`src/rtl/sign_addsub_arbiter.sv`:
```
// sign_addsub_arbiter: round-robin sequencer sharing one external registered
// signed add/sub unit (1-cycle latency) among NUM_REQ requesters.
// Sequence per operation: IDLE (grant) -> EXEC -> WAIT (capture) -> RESP.
// Optional build macro SIGN_ADD_SUB_ARBITER_SAT_EN adds RespOverflow and
// clamps overflowing results to the signed extreme matching operand A.
module sign_addsub_arbiter #(
    parameter int unsigned INPUT_BIT_WIDTH = 8,
    parameter int unsigned NUM_REQ         = 4,
    parameter int unsigned ID_WIDTH        = 2
) (
    input  logic                                 Clk,
    input  logic                                 Reset,
    input  logic [NUM_REQ-1:0]                   ReqValid,
    input  logic [NUM_REQ*INPUT_BIT_WIDTH-1:0]   ReqA,
    input  logic [NUM_REQ*INPUT_BIT_WIDTH-1:0]   ReqB,
    input  logic [NUM_REQ-1:0]                   ReqMode,
    output logic [NUM_REQ-1:0]                   ReqReady,
    output logic [INPUT_BIT_WIDTH-1:0]           UnitA,
    output logic [INPUT_BIT_WIDTH-1:0]           UnitB,
    output logic                                 UnitMode,
    input  logic [INPUT_BIT_WIDTH-1:0]           UnitResult,
    output logic                                 RespValid,
    input  logic                                 RespReady,
    output logic [ID_WIDTH-1:0]                  RespId,
    output logic [INPUT_BIT_WIDTH-1:0]           RespData,
`ifdef SIGN_ADD_SUB_ARBITER_SAT_EN
    output logic                                 RespOverflow,
`endif
    output logic                                 Busy
);

    localparam int unsigned W     = INPUT_BIT_WIDTH;
    localparam int unsigned IDX_W = $clog2(NUM_REQ);

    typedef enum logic [1:0] {
        ST_IDLE = 2'd0,
        ST_EXEC = 2'd1,
        ST_WAIT = 2'd2,
        ST_RESP = 2'd3
    } state_e;

    state_e             state_q, state_d;
    logic [IDX_W-1:0]   ptr_q, ptr_d;
    logic [ID_WIDTH-1:0] id_q, id_d;
    logic [W-1:0]       unit_a_q, unit_a_d;
    logic [W-1:0]       unit_b_q, unit_b_d;
    logic               unit_mode_q, unit_mode_d;
    logic               resp_valid_q, resp_valid_d;
    logic [ID_WIDTH-1:0] resp_id_q, resp_id_d;
    logic [W-1:0]       resp_data_q, resp_data_d;

    logic               grant_found_c;
    logic [IDX_W-1:0]   grant_idx_c;

`ifdef SIGN_ADD_SUB_ARBITER_SAT_EN
    localparam logic [W-1:0] SAT_MAX = {1'b0, {(W-1){1'b1}}};
    localparam logic [W-1:0] SAT_MIN = {1'b1, {(W-1){1'b0}}};

    logic               ovf_q, ovf_d;
    logic               ovf_c;
    logic [W-1:0]       sat_c;

    // Signed overflow detect on the operands currently held at the unit.
    always_comb begin
        ovf_c = 1'b0;
        sat_c = unit_a_q[W-1] ? SAT_MIN : SAT_MAX;
        if (unit_mode_q) begin
            ovf_c = (unit_a_q[W-1] == unit_b_q[W-1]) && (UnitResult[W-1] != unit_a_q[W-1]);
        end else begin
            ovf_c = (unit_a_q[W-1] != unit_b_q[W-1]) && (UnitResult[W-1] != unit_a_q[W-1]);
        end
    end
`endif

    // Rotating-priority search: first valid requester at or above the pointer.
    always_comb begin : grant_search
        int unsigned cand;
        cand          = 0;
        grant_found_c = 1'b0;
        grant_idx_c   = '0;
        for (int unsigned k = 0; k < NUM_REQ; k++) begin
            cand = (32'(ptr_q) + k) % NUM_REQ;
            if (!grant_found_c && ReqValid[IDX_W'(cand)]) begin
                grant_found_c = 1'b1;
                grant_idx_c   = IDX_W'(cand);
            end
        end
    end

    // One-hot accept, only offered in IDLE and never while reset is asserted.
    always_comb begin
        ReqReady = '0;
        if ((state_q == ST_IDLE) && grant_found_c && !Reset) begin
            ReqReady[grant_idx_c] = 1'b1;
        end
    end

    // Next-state and datapath register updates.
    always_comb begin
        state_d      = state_q;
        ptr_d        = ptr_q;
        id_d         = id_q;
        unit_a_d     = unit_a_q;
        unit_b_d     = unit_b_q;
        unit_mode_d  = unit_mode_q;
        resp_valid_d = resp_valid_q;
        resp_id_d    = resp_id_q;
        resp_data_d  = resp_data_q;
`ifdef SIGN_ADD_SUB_ARBITER_SAT_EN
        ovf_d        = ovf_q;
`endif
        case (state_q)
            ST_IDLE: begin
                if (grant_found_c) begin
                    unit_a_d    = ReqA[32'(grant_idx_c)*W +: W];
                    unit_b_d    = ReqB[32'(grant_idx_c)*W +: W];
                    unit_mode_d = ReqMode[grant_idx_c];
                    id_d        = ID_WIDTH'(grant_idx_c);
                    ptr_d       = (32'(grant_idx_c) == NUM_REQ - 1) ? '0
                                                                   : grant_idx_c + IDX_W'(1);
                    state_d     = ST_EXEC;
                end
            end
            ST_EXEC: begin
                state_d = ST_WAIT;
            end
            ST_WAIT: begin
                resp_valid_d = 1'b1;
                resp_id_d    = id_q;
                resp_data_d  = UnitResult;
`ifdef SIGN_ADD_SUB_ARBITER_SAT_EN
                ovf_d        = ovf_c;
                if (ovf_c) begin
                    resp_data_d = sat_c;
                end
`endif
                state_d      = ST_RESP;
            end
            ST_RESP: begin
                if (RespReady) begin
                    resp_valid_d = 1'b0;
                    state_d      = ST_IDLE;
                end
            end
            default: begin
                state_d = ST_IDLE;
            end
        endcase
    end

    // State and datapath registers with synchronous reset.
    always_ff @(posedge Clk) begin
        if (Reset) begin
            state_q      <= ST_IDLE;
            ptr_q        <= '0;
            id_q         <= '0;
            unit_a_q     <= '0;
            unit_b_q     <= '0;
            unit_mode_q  <= 1'b0;
            resp_valid_q <= 1'b0;
            resp_id_q    <= '0;
            resp_data_q  <= '0;
`ifdef SIGN_ADD_SUB_ARBITER_SAT_EN
            ovf_q        <= 1'b0;
`endif
        end else begin
            state_q      <= state_d;
            ptr_q        <= ptr_d;
            id_q         <= id_d;
            unit_a_q     <= unit_a_d;
            unit_b_q     <= unit_b_d;
            unit_mode_q  <= unit_mode_d;
            resp_valid_q <= resp_valid_d;
            resp_id_q    <= resp_id_d;
            resp_data_q  <= resp_data_d;
`ifdef SIGN_ADD_SUB_ARBITER_SAT_EN
            ovf_q        <= ovf_d;
`endif
        end
    end

    assign UnitA     = unit_a_q;
    assign UnitB     = unit_b_q;
    assign UnitMode  = unit_mode_q;
    assign RespValid = resp_valid_q;
    assign RespId    = resp_id_q;
    assign RespData  = resp_data_q;
    assign Busy      = (state_q != ST_IDLE);
`ifdef SIGN_ADD_SUB_ARBITER_SAT_EN
    assign RespOverflow = ovf_q;
`endif

endmodule

```
`config.mk`:
```
export PLATFORM = sky130hd
export DESIGN_NAME = sign_addsub_arbiter
export DESIGN_NICKNAME = d
export VERILOG_FILES = /design/src/rtl/sign_addsub_arbiter.sv
export SDC_FILE = /design/constraint.sdc
export NUM_CORES = 1
export LEC_CHECK = 0
export CAP_MARGIN = 10
export CORE_MARGIN = 8
export CORE_UTILIZATION = 36
export DETAILED_ROUTE_END_ITERATION = 8
export GPL_TIMING_DRIVEN = 0
export PLACE_DENSITY = 0.8
export SLEW_MARGIN = 20
export SYNTH_ARGS = -nofsm -noshare
export SYNTH_HDL_FRONTEND = slang
export SYNTH_SLANG_ARGS = --single-unit
```
`constraint.sdc`:
```
create_clock -name Clk -period 4 [get_ports Clk]
set_clock_uncertainty 0.15 [all_clocks]
set_input_delay 1 -clock Clk [delete_from_list [all_inputs] [get_ports Clk]]
set_output_delay 1 -clock Clk [all_outputs]
set_load 0.02 [all_outputs]
```
==> flow_summary.yaml <==
status:
  outcome: "complete, no violations"
setup_path:
  required_ns: 2.85
  cp_num_buf_inv: 5
  worstSetupPathType: "primary input to output port"
  cp_slowest_cell: "or4_4"
  critPathArrivalTime_ns: 2.74
  cp-start-kind: "primary input"
  crit_chain: "buf_2 -> nand2b_1 -> a21oi_1 -> o32a_1 -> or4_4 -> buf_6 -> buf_8 -> inv_1 -> buf_4"
  cp-end-kind: "output port"
  critPathMaxStageDelay_ns: 0.52
  crit_family: "simple AND/OR/NAND/NOR gates"
  cp_max_fo: 10
timing:
  slew_violations: 0
  worstMarginPinSlew_ns: 0.686
  hold_viol_final: 0
  fin_hold_ws_ns: 0.313
  rsz0062_at_grt: "false"
  slew_headroom_pct: 54.3
  fmax_ghz: 0.257
  period_needed_ns: 3.89
  period_share_pct: 97.3
  setup-violations-final: 0
cells_and_area:
  fillers: 422
  syn_to_final_growth_pct: 76.7
  fin_cells: 384
  n_antenna_cell: 0
  fin_nets: 404
  layout-drive-gt1-share_pct: 11.7
routing:
  drc_errors: 0
  wl_mm: 6.11
  first_pass_iters: 4
  ant_nets: 0
  drt-wirelength-per-cell_um: 15.9
  drtIter0Drc: 82
  via_per_inst: 4.91
  vias: 1886
logic_synthesis:
  async_reset_ff_share_pct: 0
  synth_area_per_cell_um2: 9.36
  yosysUniqueCellTypes: 26
  syn_nets: 279
  yosys_register_bits: 34
  synth-edff-count: 0
  synthCells: 191
  yosys_warnings: 0
  ys_seq_area_share_pct: 38.1
  synth_ff_type: "dfxtp_1"
  synth_area_um2: 1790
die:
  die_w_um: 86.5
  design.die.area_um2: 7480
  io-pin-count: 116
  coreArea_um2: 4750
  rows: 25
  die_y_um: 86.5
  start_util_pct: 37.6
power:
  ir_worst_vdd_v: 0.000325
  pwr_density_cell_nw_per_um2: 606
  p_leak_uw: 0.00131
clock_network:
  cts_sinks: 34
  clockRootBuffer: "clkbuf_8"
  ctsHoldBuffers: 0
  path_clk_slew_ns: 0.06
  cts_tree: "built"
  insertion_delay_ns: 0.28
  cts_max_path_buffers: 2
  numCtsBuffers: 5
  cts_max_level: 2
global_routing:
  grt_pass1_wl_mm: 9.76
  grt_pass1_vias: 1987
  overflow: 0
  grt_max_degree: 19
  grt_use_total_pct: 16.5
  antenna_found_initial: 0
placed_design:
  place_congestion: 0.816
  dpl.hpwl_mm: 4.91
  port_buffers: 115
  dp.cells: 373
run:
  drv_cap: 0
hold_path:
  hold_class: "flop to flop"
path summary, 6_finish.rpt:
path / cells past startpoint / startpoint / slack, ns / to
worst max-delay path: 9 / ReqValid[1] / 0.11 / ReqReady[0]
worst min-delay path: 2 / id_q[0] / 0.31 / id_q[0]
worst max register to register: 8 / state_q[0] / 1.70 / UnitA[7]
worst min register to register: 2 / id_q[0] / 0.31 / id_q[0]
routing by layer:
metal | GRT usage, % | wire [um] | vias to the layer above
li1 | - | - | 941
met4 | 4.38 | 48 | 0
met1 | 17.8 | 2410 | 869
met5 | 0 | 0 | -
met2 | 27.4 | 3040 | 72
met3 | 8.60 | 618 | 4
cell type report:
| cell class | instances | area [um2] | share of cell area, % |
|---|---|---|---|
| Timing Repair Buffer | 120 | 1160 | 36.9 |
| Multi-Input combinational cell | 124 | 987 | 31.2 |
| Sequential cell | 34 | 681 | 21.5 |
| Clock buffer | 7 | 86.3 | 2.73 |
| Tap cell | 67 | 83.8 | 2.65 |
| Inverter | 22 | 82.6 | 2.61 |
| Buffer | 9 | 68.8 | 2.18 |
| Clock inverter | 1 | 5.00 | 0.158 |
where the power goes:
part,switching [uW],internal (uW),total [uW],leakage (uW)
registers,84.2,474,558,0.000279
clock network,120,139,258,0.0000482
logic,546,551,1100,0.000987
total,749,1160,1910,0.00131
cells in the final DEF (no fill, tap or decap), types with 3 or more instances in the layout:
master / count
nor2_1: 22
clkdlybuf4s50_1: 107
inv_1: 22
o221ai_1: 9
clkbuf_1: 4
nor2b_1: 5
nand2_1: 8
a22oi_1: 17
buf_4: 7
dfxtp_1: 34
o221ai_2: 9
a21oi_1: 8
clkbuf_2: 3
ha_1: 5
clkbuf_8: 6
mux2i_1: 27
worst register-to-register path, stage by stage (launching register included):
cell,delay [ns]
dfxtp_1,0.36
inv_1,0.09
ha_1,0.25
inv_1,0.08
nor2_1,0.10
nor2_1,0.50
clkbuf_1,0.46
a22oi_1,0.15
o221ai_2,0.09
registers in the layout, indices dropped and copies added, names as in the netlist:
name / cells
RespData: 8
UnitA: 8
UnitB: 8
RespId: 2
id_q: 2
ptr_q: 2
state_q: 2
RespValid: 1
UnitMode: 1
what timing repair did:
item                       in CTS  in global routing
resized for setup              27                  8
setup endpoints to repair       4                  3
pin swaps                       2                  0
setup buffers                   5                  0
cloned                          0                  0
stage by stage:
stage               total power, uW  area [um2]  setup TNS [ns]  setup WS (ns)  util, %
floorplan                      1170        1790               0          0.259        -
global placement               1600        3020           -3.80          -1.15     63.6
detailed placement             1610        3020           -3.80          -1.11     63.6
CTS                            1930        3160               0       0.000655     66.5
global route                   2040        3160               0       0.000287     66.4
finish                         1910        3160               0          0.108     66.4
synth_stat cells (all sizes together) (2+ instances only):
master	number	area (um2)
a211oi	2	15.0
a21oi	8	40.0
a22oi	17	128
buf	7	50.0
clkbuf	4	15.0
dfxtp	34	681
ha	5	62.6
inv	22	82.6
mux2i	27	270
nand2	9	33.8
nor2	22	82.6
nor2b	6	37.5
o21ai	2	10.0
o221ai	18	214
kinds of logic (layout without fill, tap and decap cells):
group | Yosys count | count (layout) | synth area share, %
AOI/OAI and AO/OA | 51 | 51 | 25.0
adders and majority gates | 5 | 5 | 3.50
buffers and inverters | 33 | 159 | 8.26
DFF | 34 | 34 | 38.1
muxes | 27 | 27 | 15.1
and+or+nand+nor | 41 | 41 | 10.1
No activity file was read; power rests on OpenSTA's default activity.
